==> config.mk <==
export PLATFORM = sky130hd
export DESIGN_NAME = keep_len_acc
export DESIGN_NICKNAME = d
export VERILOG_FILES = /design/src/rtl/keep_len_pkg.sv /design/src/rtl/keep_thermo_cnt.sv /design/src/rtl/keep_len_acc.sv
export SDC_FILE = /design/constraint.sdc
export NUM_CORES = 1
export LEC_CHECK = 0
export CORE_MARGIN = 4
export CORE_UTILIZATION = 57
export DETAILED_ROUTE_END_ITERATION = 8
export DONT_BUFFER_PORTS = 1
export MAX_ROUTING_LAYER = met4
export PLACE_DENSITY = 0.83
export RECOVER_POWER = 100
export SETUP_SLACK_MARGIN = 0.15
export SYNTH_ARGS = -nofsm -noshare
export SYNTH_HDL_FRONTEND = slang
export SYNTH_HIERARCHICAL = 1
export SYNTH_SLANG_ARGS = --single-unit
==> constraint.sdc <==
create_clock -name clk -period 2.1 [get_ports clk]
set_input_delay 0.525 -clock clk [delete_from_list [all_inputs] [get_ports clk]]
set_output_delay 0.525 -clock clk [all_outputs]
set_load 0.05 [all_outputs]
==> src/rtl/keep_len_pkg.sv <==
// Shared widths and types for the keep-mask packet-length accumulator.
// Defaults match the MoldUDP64 datapath: 8-byte beats, 16-bit lengths.
package keep_len_pkg;

    localparam int DEF_KEEP_W  = 8;
    localparam int DEF_KEEP_LW = $clog2(DEF_KEEP_W) + 1;
    localparam int DEF_LEN_W   = 16;

    typedef logic [DEF_KEEP_W-1:0] keep_t;
    typedef logic [DEF_LEN_W-1:0]  len_t;

    localparam len_t LEN_MAX = '1;

endpackage

==> src/rtl/keep_thermo_cnt.sv <==
// Leading-ones counter for an LSB-aligned byte-keep mask (THERMO_CHK_EN adds is_thermo_o).
// Latency: combinational, zero cycles.
// Backpressure: none; pure function of keep_i.
module keep_thermo_cnt
    import keep_len_pkg::*;
#(
    parameter int KEEP_W  = DEF_KEEP_W,
    parameter int KEEP_LW = $clog2(KEEP_W) + 1
) (
    input  logic [KEEP_W-1:0]  keep_i,
    output logic [KEEP_LW-1:0] cnt_o
`ifdef THERMO_CHK_EN
    ,
    output logic               is_thermo_o
`endif
);

    logic run;

    // Count stops at the first zero; any ones above it are ignored.
    always_comb begin
        cnt_o = '0;
        run   = 1'b1;
        for (int i = 0; i < KEEP_W; i++) begin
            run   = run & keep_i[i];
            cnt_o = cnt_o + KEEP_LW'(run);
        end
    end

`ifdef THERMO_CHK_EN
    logic [KEEP_W-1:0] keep_inc;

    // A mask of the form 2^k-1 shares no set bit with itself plus one.
    assign keep_inc    = keep_i + KEEP_W'(1);
    assign is_thermo_o = ~|(keep_i & keep_inc);
`endif

endmodule

==> src/rtl/keep_len_acc.sv <==
// Per-packet byte-length accumulator over thermometer keep masks, saturating (THERMO_CHK_EN adds err_o).
// Latency: result valid 1 cycle after the last beat is accepted.
// Backpressure: ready_o drops only while a result is held with len_ready_i low; accumulator frozen then.
module keep_len_acc
    import keep_len_pkg::*;
#(
    parameter int KEEP_W  = DEF_KEEP_W,
    parameter int KEEP_LW = DEF_KEEP_LW,
    parameter int LEN_W   = DEF_LEN_W
) (
    input  logic              clk,
    input  logic              nreset,
    input  logic              valid_i,
    input  logic [KEEP_W-1:0] keep_i,
    input  logic              last_i,
    output logic              ready_o,
    output logic              len_valid_o,
    output logic [LEN_W-1:0]  len_o,
    input  logic              len_ready_i,
    output logic              ovf_o
`ifdef THERMO_CHK_EN
    ,
    output logic              err_o
`endif
);

    localparam int SUM_W = LEN_W + 1;

    logic [KEEP_LW-1:0] beat_cnt;
    logic [LEN_W-1:0]   acc_q;
    logic               pkt_ovf_q;
    logic [SUM_W-1:0]   sum;
    logic               sum_ovf;
    logic [LEN_W-1:0]   sum_sat;
    logic               beat_acc;

`ifdef THERMO_CHK_EN
    logic               is_thermo;

    keep_thermo_cnt #(
        .KEEP_W  (KEEP_W),
        .KEEP_LW (KEEP_LW)
    ) u_cnt (
        .keep_i      (keep_i),
        .cnt_o       (beat_cnt),
        .is_thermo_o (is_thermo)
    );
`else
    keep_thermo_cnt #(
        .KEEP_W  (KEEP_W),
        .KEEP_LW (KEEP_LW)
    ) u_cnt (
        .keep_i (keep_i),
        .cnt_o  (beat_cnt)
    );
`endif

    assign ready_o  = !len_valid_o || len_ready_i;
    assign beat_acc = valid_i && ready_o;

    // One spare carry bit detects overflow; the sum then pins at all-ones.
    assign sum     = {1'b0, acc_q} + SUM_W'(beat_cnt);
    assign sum_ovf = sum[LEN_W];
    assign sum_sat = sum_ovf ? '1 : sum[LEN_W-1:0];

    always_ff @(posedge clk or negedge nreset) begin
        if (!nreset) begin
            acc_q     <= '0;
            pkt_ovf_q <= 1'b0;
        end else if (beat_acc) begin
            if (last_i) begin
                acc_q     <= '0;
                pkt_ovf_q <= 1'b0;
            end else begin
                acc_q     <= sum_sat;
                pkt_ovf_q <= pkt_ovf_q | sum_ovf;
            end
        end
    end

    // A new result overrides the pop, so back-to-back packets keep len_valid_o high.
    always_ff @(posedge clk or negedge nreset) begin
        if (!nreset) begin
            len_valid_o <= 1'b0;
            len_o       <= '0;
            ovf_o       <= 1'b0;
        end else if (beat_acc && last_i) begin
            len_valid_o <= 1'b1;
            len_o       <= sum_sat;
            ovf_o       <= pkt_ovf_q | sum_ovf;
        end else if (len_ready_i) begin
            len_valid_o <= 1'b0;
        end
    end

`ifdef THERMO_CHK_EN
    always_ff @(posedge clk or negedge nreset) begin
        if (!nreset) begin
            err_o <= 1'b0;
        end else begin
            err_o <= beat_acc && !is_thermo;
        end
    end

`ifdef FORMAL
    always_comb assert (beat_cnt <= KEEP_LW'(KEEP_W));
`endif
`endif

endmodule

* Word-level counts from Yosys, hierarchy flattened
Index checks and enable logic that the tools add are counted.
** Storage, ports and cells
- Memory bits (writable) :: 0
- Bits in registers :: 35
- Logic and storage cells :: 31
- Output and inout port bits :: 19
- Memories :: 0
- ROM bits :: 0
- Latch bits :: 0
- Input bits :: 13
** Cells by class
- $add $sub $neg :: 8
- Mux-type cells :: 5
- Magnitude comparators :: 0
- Bitwise logic cells :: 8
- Divide/modulo/power cells :: 0
- Equality and inequality tests :: 0
- Reductions and logical operators :: 5
- Shift operators :: 0
- Multipliers :: 0
** Operators with widths (count)
- two-way mux 16 bit :: 2
- adder 4 x 1 -> 4 bit :: 6
- adder 16 x 4 -> 17 bit :: 1
- AND 1 bit :: 7
- two-way mux 1 bit :: 3
- adder 1 x 1 -> 2 bit :: 1
- logical AND 1 bit :: 2
- nonzero test 2 bit :: 1
- zero test 1 bit :: 1
- logical OR 1 bit :: 1
- bitwise OR 1 bit :: 1

* Longest topological paths before layout
Gate-level depths: netlist of the first run.
- Depth in word-level cells :: 11
- Depth in mapped cells :: 16
- Gate-level depth less buffers :: 15

* Modules after synthesis
Netlist of the first run, hierarchy kept.
** Modules (own cells, without submodules)
- keep_len_acc :: cells each 197, sequential area each 875.8 µm², area each 1953.1 µm², instances 1
- keep_thermo_cnt :: cells each 24, sequential area each 0.0 µm², area each 196.4 µm², instances 1

* Worst setup path before layout of the first run
Ideal clock, no wire load.
- Path kind :: input to register
- From :: input port keep_i[2]
- To :: register len_o[13]
- Path slack :: -2119 ps
- Data required time :: 1975 ps
- Library setup time :: 125 ps
- Path buffers :: 1
- Arrival time :: 4094 ps
- Cell stages on the path :: 16
- Path through :: and4_4 > nand2_1 > fa_1 > inv_1 > fa_1 > ha_1 > inv_1 > fa_1 > inv_1 > fa_1 > a211oi_4 > nor2_4 > and2_1 > buf_2 > nor2_2 > a21oi_1
** Between the ends
- Word-level cells in the longest chain between the ends :: 9
- Elaborated cells between the ends (all ways) :: 14
- Those cells by class :: add/sub: 7; mux: 1; bitwise: 6
** Ends and longest elaborated chain
- from (decl) :: RTL line keep_len_acc.sv:14 : input logic [KEEP_W-1:0] keep_i,
- AND 1 bit (*) :: RTL line keep_thermo_cnt.sv:25 : run = run & keep_i[i];
- adder 4 x 1 -> 4 bit / AND 1 bit (equally long branches) (5 in a row) :: RTL line keep_thermo_cnt.sv:26, keep_thermo_cnt.sv:25
- adder 4 x 1 -> 4 bit (*) :: RTL line keep_thermo_cnt.sv:26 : cnt_o = cnt_o + KEEP_LW'(run);
- net beat_cnt[1] :: RTL line keep_len_acc.sv:29 : logic [KEEP_LW-1:0] beat_cnt;
- adder 16 x 4 -> 17 bit (*) :: RTL line keep_len_acc.sv:62 : assign sum = {1'b0, acc_q} + SUM_W'(beat_cnt);
- two-way mux 16 bit (*) :: RTL line keep_len_acc.sv:64 : assign sum_sat = sum_ovf ? '1 : sum[LEN_W-1:0];
- to (signal assigned) :: RTL line keep_len_acc.sv:89 : len_o <= sum_sat;
- to (decl) :: RTL line keep_len_acc.sv:18 : output logic [LEN_W-1:0] len_o,
The timed path passes the listed nets; every way through them passes the cells marked *.
A chain may end at the register's enable or synchronous reset.

* Worst setup path in the final report of the first run
- From :: input port keep_i[2]
- To :: register len_o[9]
Same word-level chain as after synthesis.

==> impl_metrics.ini, run 1 <==
[placed_design]
place_congestion = 0.897
place_ws_ns = -2.07
port_buffers = 0
dp_hpwl_um = 3350

[yosys]
ys_seq_elements = 35
avgSynthCellArea_um2 = 9.73
netlist_top_cells_area = dfrtp_1, a21oi_1, ha_1
ys_types = 48
synth_area_mm2 = 0.00215
synth.top_cell.area_share_pct = 40.7
postSynthCellCount = 221
synth.largest_area_cell = dfrtp_1
yosys_warnings = 6
synth_top_flop_cell = dfrtp_1
syn-num-nets = 245
synthArstFlopShare_pct = 100
yosysSeqAreaShare_pct = 40.7
synth_edf_count = 0

[global_routing]
overflow = 0
grt_max_degree = 36
grt_pass1_wl_um = 8800
antenna_found_initial = 0
grt_usage_pct = 23.6
first_global_vias = 1902

[setup_path]
max_stage_delay_ns = 0.53
slowest_stage = fa_1
rr_startpoint = acc_q[0]$_DFFE_PN0P_
r2r_end = len_o[9]$_DFFE_PN0P_
critPathLaunch = keep_i[2]
worst-path-buf-inv = 4
arrival_ns = 4.04
critPathCaptureType = register
crit_type = in2reg
crit_required_ns = 2.27
r2r_slack_ns = -0.04
reg2reg_depth = 8
crit_chain = and4_4 > nand2_4 > fa_1 > inv_1 > fa_1 > ha_2 > inv_2 > fa_2 > inv_2 > fa_2 > a211oi_4 > buf_6 > nor2_4 > and2_4 > nor2_4 > a21oi_2
cp_top_family = adder cells
critPathLaunchType = input port
crit_fanout = 6

[die]
pin_count = 32
die-area_mm2 = 0.00482
die_w_um = 69.4
dieHeight_um = 69.4
row_count = 22
start_util_pct = 58.7
core-area_mm2 = 0.00366

[flow_run]
drv_cap = 1

[detailed_routing]
vias_per_cell = 6.24
drt_iter0_markers = 268
drc = 0
wl_um = 5690
wire_per_inst_um = 19.4
ant_nets = 0
dr.pass1.iters = 4
vias = 1828

[clocking]
numClockSinks = 35
cts_made_buffers = 5
cts.clk_slew.worst_paths_ns = 0.06
cts_tree = built
htreeDepth = 2
cts-root-buf = clkbuf_8
clk_latency_ns = 0.29
cts_max_path_buffers = 2

[power]
powerDensity_mw_per_mm2 = 659
vdd_ir_drop_max_uv = 310
p_leak_nw = 1.26
p_total_mw = 1.75

[timing]
period_minus_slack_ns = 3.87
grt_setup_unrepaired = true
finalMaxSlewViolations = 36
max_freq_ghz = 0.258
period_share_pct = 185
tightest_slew_ns = 1.60
finalClockSkew_ns = 0.00807
hold_viol_final = 0
slew_headroom_pct = -6.71
worst_slack_ns = -1.77
finalSetupViolCount = 34

[worst_hold_path]
hold_end = acc_q[5]$_DFFE_PN0P_
hold_start = last_i
holdPathStages = 2
min_path_type = in2reg

[run_status]
outcome = complete, but fails checks
violations = max-capacitance violations, max-slew violations, negative setup slack

[layout]
drive_gt1_share_pct = 34.7
diodes = 0
area.growth.synth_to_final_pct = 23.5
fin_nets = 268
-- metrics by stage --
step / std cells / TNS [ns] / cell area (um2) / hold slack, ns / utilization [%]
CTS: 291 / -55.80 / 2550 / 0.0697 / 69.8
global placement: 277 / -64.85 / 2330 / 0.230 / 63.8
floorplan: 221 / -62.35 / 2190 / 0.229 / -
detailed placement: 277 / -67.51 / 2330 / 0.230 / 63.8
finish: 293 / -57.59 / 2660 / 0.407 / 72.5
global route: 293 / -59.74 / 2660 / 0.402 / 72.5
-- final cells by class --
cell class | count | area, um2
flip-flops and latches | 35 | 877
multi-input cells | 168 | 1390
inverters | 7 | 26.3
well taps | 48 | 60.1
fillers | 243 | 1010
clock inverters | 1 | 5.00
clock buffers | 7 | 76.3
repair buffers | 27 | 224
-- registers in the layout, summed over array words and instances, names as in the netlist --
name         count
ovf_o            1
len_valid_o      1
acc_q           16
pkt_ovf_q        1
len_o           16
-- timing repair --
action	4_1_cts	5_1_grt
hold buffers	1	0
endpoints found under the hold margin	35	0
endpoints found under the setup margin	34	34
setup buffers	5	2
pin swaps	15	8
gates resized for setup	24	18
-- worst max-delay path by stage --
stage | end | slack [ns] | cells past startpoint
2_1_floorplan | acc_q[8]$_DFFE_PN0P_ | -1.90 | 15
3_3_place_gp | acc_q[8]$_DFFE_PN0P_ | -2.00 | 15
3_5_place_dp | acc_q[8]$_DFFE_PN0P_ | -2.07 | 15
4_1_cts | acc_q[8]$_DFFE_PN0P_ | -1.72 | 15
5_1_grt | len_o[9]$_DFFE_PN0P_ | -1.83 | 16
6_report | len_o[9]$_DFFE_PN0P_ | -1.77 | 16
-- logic make-up after synthesis --
logic type | after synthesis | share of synthesized area, %
and+or+nand+nor | 79 | 22.3
AOI/OAI and AO/OA | 65 | 20.1
DFF | 35 | 40.7
buffers and inverters | 18 | 3.72
xor gates and xnor gates | 12 | 4.89
adders and majority gates | 11 | 7.80
muxes | 1 | 0.466
-- power breakdown --
| group | internal [mW] | leakage (nW) | switching [mW] |
|---|---|---|---|
| Clock | 0.233 | 0.0422 | 0.240 |
| Combinational | 0.133 | 0.760 | 0.185 |
| Sequential | 0.734 | 0.461 | 0.226 |
-- Yosys cell counts, types with 2 or more instances --
| cell | number |
|---|---|
| dfrtp_1 | 35 |
| a21oi_1 | 25 |
| nand2_1 | 20 |
| nor2_1 | 17 |
| xnor2_1 | 9 |
| o21ai_0 | 8 |
| a31oi_1 | 7 |
| ha_1 | 7 |
| inv_1 | 7 |
| clkbuf_1 | 6 |
| a21o_1 | 5 |
| and3_1 | 5 |
| and4_1 | 4 |
| fa_1 | 4 |
| nor3_1 | 4 |
| nor3_2 | 4 |
| a31o_1 | 3 |
| and2_1 | 3 |
| buf_2 | 3 |
| nand2b_1 | 3 |
| nand3_1 | 3 |
| nand4_1 | 3 |
| o21ai_1 | 3 |
| xor2_1 | 3 |
| a31o_2 | 2 |
| a41o_1 | 2 |
| and2_2 | 2 |
| nor2_2 | 2 |
| nor3_4 | 2 |
| o21a_1 | 2 |
-- layout by cell type, fill, tap and decap left out, types with 3 or more instances in the layout --
| master | count |
|---|---|
| inv_1 | 5 |
| o21ai_1 | 9 |
| clkbuf_8 | 5 |
| nor2_1 | 14 |
| a21o_1 | 5 |
| nand2_1 | 19 |
| a21oi_2 | 10 |
| nor3_2 | 4 |
| nor2_4 | 6 |
| buf_4 | 20 |
| xnor2_1 | 7 |
| buf_6 | 3 |
| a31o_1 | 3 |
| nand4_1 | 3 |
| dfrtp_1 | 34 |
| and3_1 | 5 |
| clkbuf_1 | 4 |
| a21oi_1 | 16 |
| nor3_4 | 5 |
| and4_1 | 4 |
| a31oi_1 | 7 |
| ha_1 | 4 |
-- metal layers --
| metal | GRT usage, % | share of wire, % |
|---|---|---|
| met5 | - | 0 |
| met4 | 12.1 | 2.6 |
| met3 | 5.07 | 7.1 |
| met2 | 38.8 | 50 |
| met1 | 27.0 | 40 |
Note: power is estimated with default switching activity, not from simulation.
==> run 2, diff against run 1 <==
--- a/config.mk
+++ b/config.mk
@@ -5,8 +5,10 @@
 export SDC_FILE = /design/constraint.sdc
 export NUM_CORES = 1
 export LEC_CHECK = 0
+export CELL_PAD_IN_SITES_DETAIL_PLACEMENT = 1
+export CELL_PAD_IN_SITES_GLOBAL_PLACEMENT = 1
 export CORE_MARGIN = 4
-export CORE_UTILIZATION = 57
+export CORE_UTILIZATION = 44
 export DETAILED_ROUTE_END_ITERATION = 8
 export DONT_BUFFER_PORTS = 1
 export MAX_ROUTING_LAYER = met4
==> impl_metrics.ini, run 2 (synthesis gave the netlist of run 1 again) <==
[setup_path]
critPathCaptureType = register
arrival_ns = 4.12
crit_fanout = 6
crit_type = in2reg
slowest_stage = fa_2
reg2reg_depth = 8
crit_chain = and4_4 > nand3_2 > fa_1 > inv_1 > fa_1 > ha_2 > inv_2 > fa_2 > inv_2 > fa_2 > a211oi_4 > buf_6 > nor2_4 > and2_4 > nor2_4 > a21oi_1
max_stage_delay_ns = 0.54
crit_required_ns = 2.26
critPathLaunchType = input port

[timing]
finalClockSkew_ns = 0.00634
finalMaxSlewViolations = 36
period_minus_slack_ns = 3.96
worst_slack_ns = -1.86
tightest_slew_ns = 1.57
slew_headroom_pct = -4.83
max_freq_ghz = 0.252
grt_setup_unrepaired = true
period_share_pct = 189
hold_ws_ns = 0.395
finalSetupViolCount = 34
hold_viol_final = 0

[die]
core-area_mm2 = 0.00472
start_util_pct = 45.5
die_w_um = 77.9
dieHeight_um = 77.9
pin_count = 32
die-area_mm2 = 0.00607
row_count = 25

[placed_design]
place_ws_ns = -2.11
dp_hpwl_um = 3820
place_inst = 296
port_buffers = 0
place_congestion = 0.907

[power]
switchingPower_uw = 633
seq_power_share_pct = 55.2
pwr-share-clk_pct = 28.3
powerDensity_mw_per_mm2 = 658
sw_frac_of_total_pct = 36.2
p_leak_nw = 1.25
internal_power_mw = 1.12
vdd_ir_drop_max_uv = 350
p_comb_share_pct = 16.6
p_total_mw = 1.75

[clocking]
numClockSinks = 35
htreeDepth = 2
cts_max_path_buffers = 2
cts_made_buffers = 5
cts.clk_slew.worst_paths_ns = 0.06
clk_latency_ns = 0.29
cts_tree = built
cts-root-buf = clkbuf_8

[global_routing]
busiest_layer = met2
first_global_vias = 2004
grt_use_met2_pct = 38.1
use_met3_pct = 4.52
antenna_found_initial = 0
overflow = 0
gr-usage-met1_pct = 26.8
grt_pass1_wl_um = 10500
grt_usage_pct = 22.6
grt_max_degree = 36

[detailed_routing]
vias_per_cell = 5.85
wire_per_inst_um = 20.6
drt_iter0_markers = 114
dr.pass1.iters = 4
wl_um = 6460
drc = 0
vias = 1830
ant_nets = 0

[layout]
mostFrequentLayoutCells = dfrtp_1, buf_4, nand2_1, a21oi_1, nor2_1
drive_gt1_share_pct = 35.0
fin_nets = 270
area.growth.synth_to_final_pct = 23.7
top_regs = acc_q (16), len_o (16)
fin_util_pct = 56.3
diodes = 0
layoutNonFillerInstCount = 313
layout_commonest_cell = dfrtp_1

[run_status]
violations = max-capacitance violations, max-slew violations, negative setup slack
outcome = complete, but fails checks

[worst_hold_path]
holdPathStages = 2
min_path_type = in2reg

[flow_run]
drv_cap = 1
==> run 2: layout make-up <==
cell class / count / area [um2]
clock buffers: 6 / 82.6
clock inverters: 1 / 5.00
fillers: 512 / 2060
inverters: 7 / 26.3
multi-input cells: 168 / 1360
flip-flops and latches: 35 / 876
well taps: 67 / 83.8
repair buffers: 29 / 231
==> run 2: final timing paths <==
kind / startpoint / end / slack, ns
max: keep_i[2] / len_o[13]$_DFFE_PN0P_ / -1.86
min: last_i / acc_q[4]$_DFFE_PN0P_ / 0.40
max reg2reg: acc_q[0]$_DFFE_PN0P_ / len_o[13]$_DFFE_PN0P_ / -0.10
min reg2reg: pkt_ovf_q$_DFFE_PN0P_ / ovf_o$_DFFE_PN0P_ / 0.49
max in group asynchronous: nreset / acc_q[10]$_DFFE_PN0P_ / 0.46
min in group asynchronous: nreset / acc_q[1]$_DFFE_PN0P_ / 0.71
==> run 2: per-stage QoR <==
stage | area (um2) | TNS [ns]
2_1_floorplan | 2190 | -62.35
3_3_place_gp | 2360 | -65.38
3_5_place_dp | 2360 | -68.57
4_1_cts | 2570 | -57.94
5_1_grt | 2660 | -63.16
6_report | 2660 | -60.17
==> run 2: repair_timing <==
item	CTS	global route
hold endpoints to repair	35	0
buffers inserted	7	2
hold buffers	1	0
gates resized for setup	15	18
endpoints found under the setup margin	34	34
pin swaps	12	10
==> run 2: critical path: cells and delay by family <==
family,cells,cell delay [ns]
adder cells (fa/ha/maj),5,2.11
AND/OR/NAND/NOR,5,0.81
AO/OA/AOI/OAI,2,0.35
buffers and inverters,4,0.31
==> run 2: metal layers <==
metal	routed length (um)	part of all wire [%]	up-vias
met5	0	0	-
met1	2760	43	928
met2	3250	50	52
li1	-	-	834
met4	170	2.6	0
met3	281	4.3	16
==> run 2: power by group through the flow <==
stage / Sequential (mW) / Clock, mW / Combinational, mW
after floorplan: 0.964 / 0 / 0.167
after global placement: 0.975 / 0 / 0.215
after detailed placement: 0.979 / 0 / 0.225
after CTS: 0.965 / 0.508 / 0.262
after global routing: 0.975 / 0.539 / 0.322
final: 0.966 / 0.495 / 0.290
==> run 3, diff against run 2 <==
--- a/config.mk
+++ b/config.mk
@@ -8,7 +8,7 @@
 export CELL_PAD_IN_SITES_DETAIL_PLACEMENT = 1
 export CELL_PAD_IN_SITES_GLOBAL_PLACEMENT = 1
 export CORE_MARGIN = 4
-export CORE_UTILIZATION = 44
+export CORE_UTILIZATION = 43
 export DETAILED_ROUTE_END_ITERATION = 8
 export DONT_BUFFER_PORTS = 1
 export MAX_ROUTING_LAYER = met4
@@ -17,5 +17,4 @@
 export SETUP_SLACK_MARGIN = 0.15
 export SYNTH_ARGS = -nofsm -noshare
 export SYNTH_HDL_FRONTEND = slang
-export SYNTH_HIERARCHICAL = 1
 export SYNTH_SLANG_ARGS = --single-unit
==> impl_metrics.ini, run 3 <==
[global_routing]
antenna_found_initial = 0
grt_pass1_wl_um = 11600
grt_usage_pct = 25.0
first_global_vias = 2253
overflow = 0
grt_max_degree = 36

[yosys]
netlist_top_cells_area = dfrtp_1, nand2_1, fa_1
yosys_warnings = 0
synth_area_mm2 = 0.00213
ys_seq_elements = 35
yosysSeqAreaShare_pct = 41.1
synth.largest_area_cell = dfrtp_1
synth_top_flop_cell = dfrtp_1
synth.top_cell.area_share_pct = 41.1
synth_commonest_cells = dfrtp_1, nand2_1, nor2_1
avgSynthCellArea_um2 = 9.10
yosysMostFrequentCell = dfrtp_1
syn-num-nets = 258
postSynthCellCount = 234
synthArstFlopShare_pct = 100
ys_types = 49
synth_edf_count = 0

[setup_path]
critPathCaptureType = register
worst-path-buf-inv = 4
crit_fanout = 6
crit_required_ns = 2.33
slowest_stage = fa_1
crit_type = in2reg
critPathLaunchType = input port
cp_top_family = adder cells
max_stage_delay_ns = 0.50
crit_chain = and2_4 > nand2_4 > nor2_2 > and2_4 > fa_1 > inv_2 > fa_1 > inv_2 > fa_2 > inv_2 > fa_2 > fa_2 > and2b_2 > o21ai_4 > or3_4 > buf_4 > a21oi_1 > o22a_1
arrival_ns = 4.55

[clocking]
cts-root-buf = clkbuf_8
clk_latency_ns = 0.29
cts_tree = built
cts.clk_slew.worst_paths_ns = 0.08
cts_max_path_buffers = 2
cts_made_buffers = 5
numClockSinks = 35
htreeDepth = 2

[die]
die_w_um = 78.4
row_count = 25
dieHeight_um = 78.4
pin_count = 32
start_util_pct = 44.8
die-area_mm2 = 0.00614
core-area_mm2 = 0.00475

[layout]
fin_util_pct = 59.9
layoutNonFillerInstCount = 344
mostFrequentLayoutCells = buf_4, dfrtp_1, nand2_1
fin_area_mm2 = 0.00285
top_regs = acc_q (16), len_o (16)
fin_nets = 300
layout_commonest_cell = buf_4
fillerInstances = 518
seqCellArea_um2 = 876
multi_input_area_mm2 = 0.00138
area.growth.synth_to_final_pct = 33.8
drive_gt1_share_pct = 38.6
diodes = 0

[power]
powerDensity_mw_per_mm2 = 600
vdd_ir_drop_max_uv = 339
p_leak_nw = 1.31
p_total_mw = 1.71

[timing]
finalClockSkew_ns = 0.00579
grt_setup_unrepaired = true
period_minus_slack_ns = 4.32
fin_tns_setup_ns = -68.58
max_freq_ghz = 0.231
finalSetupViolCount = 34
period_share_pct = 206
hold_ws_ns = 0.314
slew_headroom_pct = -7.41
worst_slack_ns = -2.22
hold_viol_final = 0
tightest_slew_ns = 1.61
finalMaxSlewViolations = 36

[detailed_routing]
vias_per_cell = 5.95
drt_iter0_markers = 108
drc = 0
dr.pass1.iters = 4
ant_nets = 0
vias = 2047
wire_per_inst_um = 22.3
wl_um = 7660

[placed_design]
dp_hpwl_um = 4540
place_ws_ns = -2.38
port_buffers = 0
place_inst = 320
place_congestion = 0.796
placed_area_mm2 = 0.00243

[run_status]
outcome = complete, but fails checks
violations = max-capacitance violations, max-slew violations, negative setup slack

[flow_run]
drv_cap = 1

[worst_hold_path]
min_path_type = in2reg
[run 3: power by group]
group	internal, mW	leakage [nW]	switching (mW)
sequential	0.717	0.472	0.147
combinational	0.149	0.798	0.204
clock	0.233	0.0422	0.260
total	1.10	1.31	0.610
[run 3: layout make-up]
| class | instances | area share (%) |
|---|---|---|
| Multi-Input combinational cell | 174 | 48.4 |
| Timing Repair Buffer | 49 | 13.6 |
| Sequential cell | 35 | 30.7 |
| Clock inverter | 1 | 0.176 |
| Clock buffer | 7 | 2.68 |
| Inverter | 11 | 1.45 |
| Tap cell | 67 | 2.94 |
[run 3: logic make-up after synthesis]
group | share of synthesized area (%)
AOI/OAI and AO/OA | 19.2
xor gates and xnor gates | 3.29
adders and majority gates | 8.23
buffers and inverters | 5.82
DFF | 41.1
muxes | 1.47
and+or+nand+nor | 20.9
[run 3: final timing paths]
path / start / slack, ns / cells after the start / end
max reg2reg: acc_q[0]$_DFFE_PN0P_ / -0.29 / 9 / acc_q[5]$_DFFE_PN0P_
min: last_i / 0.31 / 1 / acc_q[3]$_DFFE_PN0P_
min in group asynchronous: nreset / 0.73 / 1 / len_o[15]$_DFFE_PN0P_
max: keep_i[0] / -2.22 / 18 / acc_q[5]$_DFFE_PN0P_
max in group asynchronous: nreset / 0.43 / 1 / len_o[7]$_DFFE_PN0P_
min reg2reg: acc_q[0]$_DFFE_PN0P_ / 0.53 / 2 / acc_q[0]$_DFFE_PN0P_
[run 3: routing by layer]
metal | vias up | wire, um | global-route usage, %
li1 | 903 | - | -
met3 | 26 | 476 | 6.42
met5 | - | 0 | -
met2 | 81 | 3830 | 42.0
met1 | 1037 | 3140 | 29.7
met4 | 0 | 216 | 7.69
[run 3: repair_timing]
| item | 4_1_cts | 5_1_grt |
|---|---|---|
| gates resized for setup | 23 | 30 |
| pin swaps | 16 | 16 |
| hold endpoints to repair | 35 | 0 |
| setup endpoints to repair | 34 | 34 |
| buffers inserted | 9 | 6 |
| hold buffers | 1 | 0 |
[run 3: worst register-to-register path, delay by kind of cell (launching register included)]
kind / cells / cell delay [ns]
compound gates: 3 / 0.41
fa+ha+maj: 2 / 0.59
buf+inv: 2 / 0.26
flops: 1 / 0.37
simple gates: 2 / 0.70
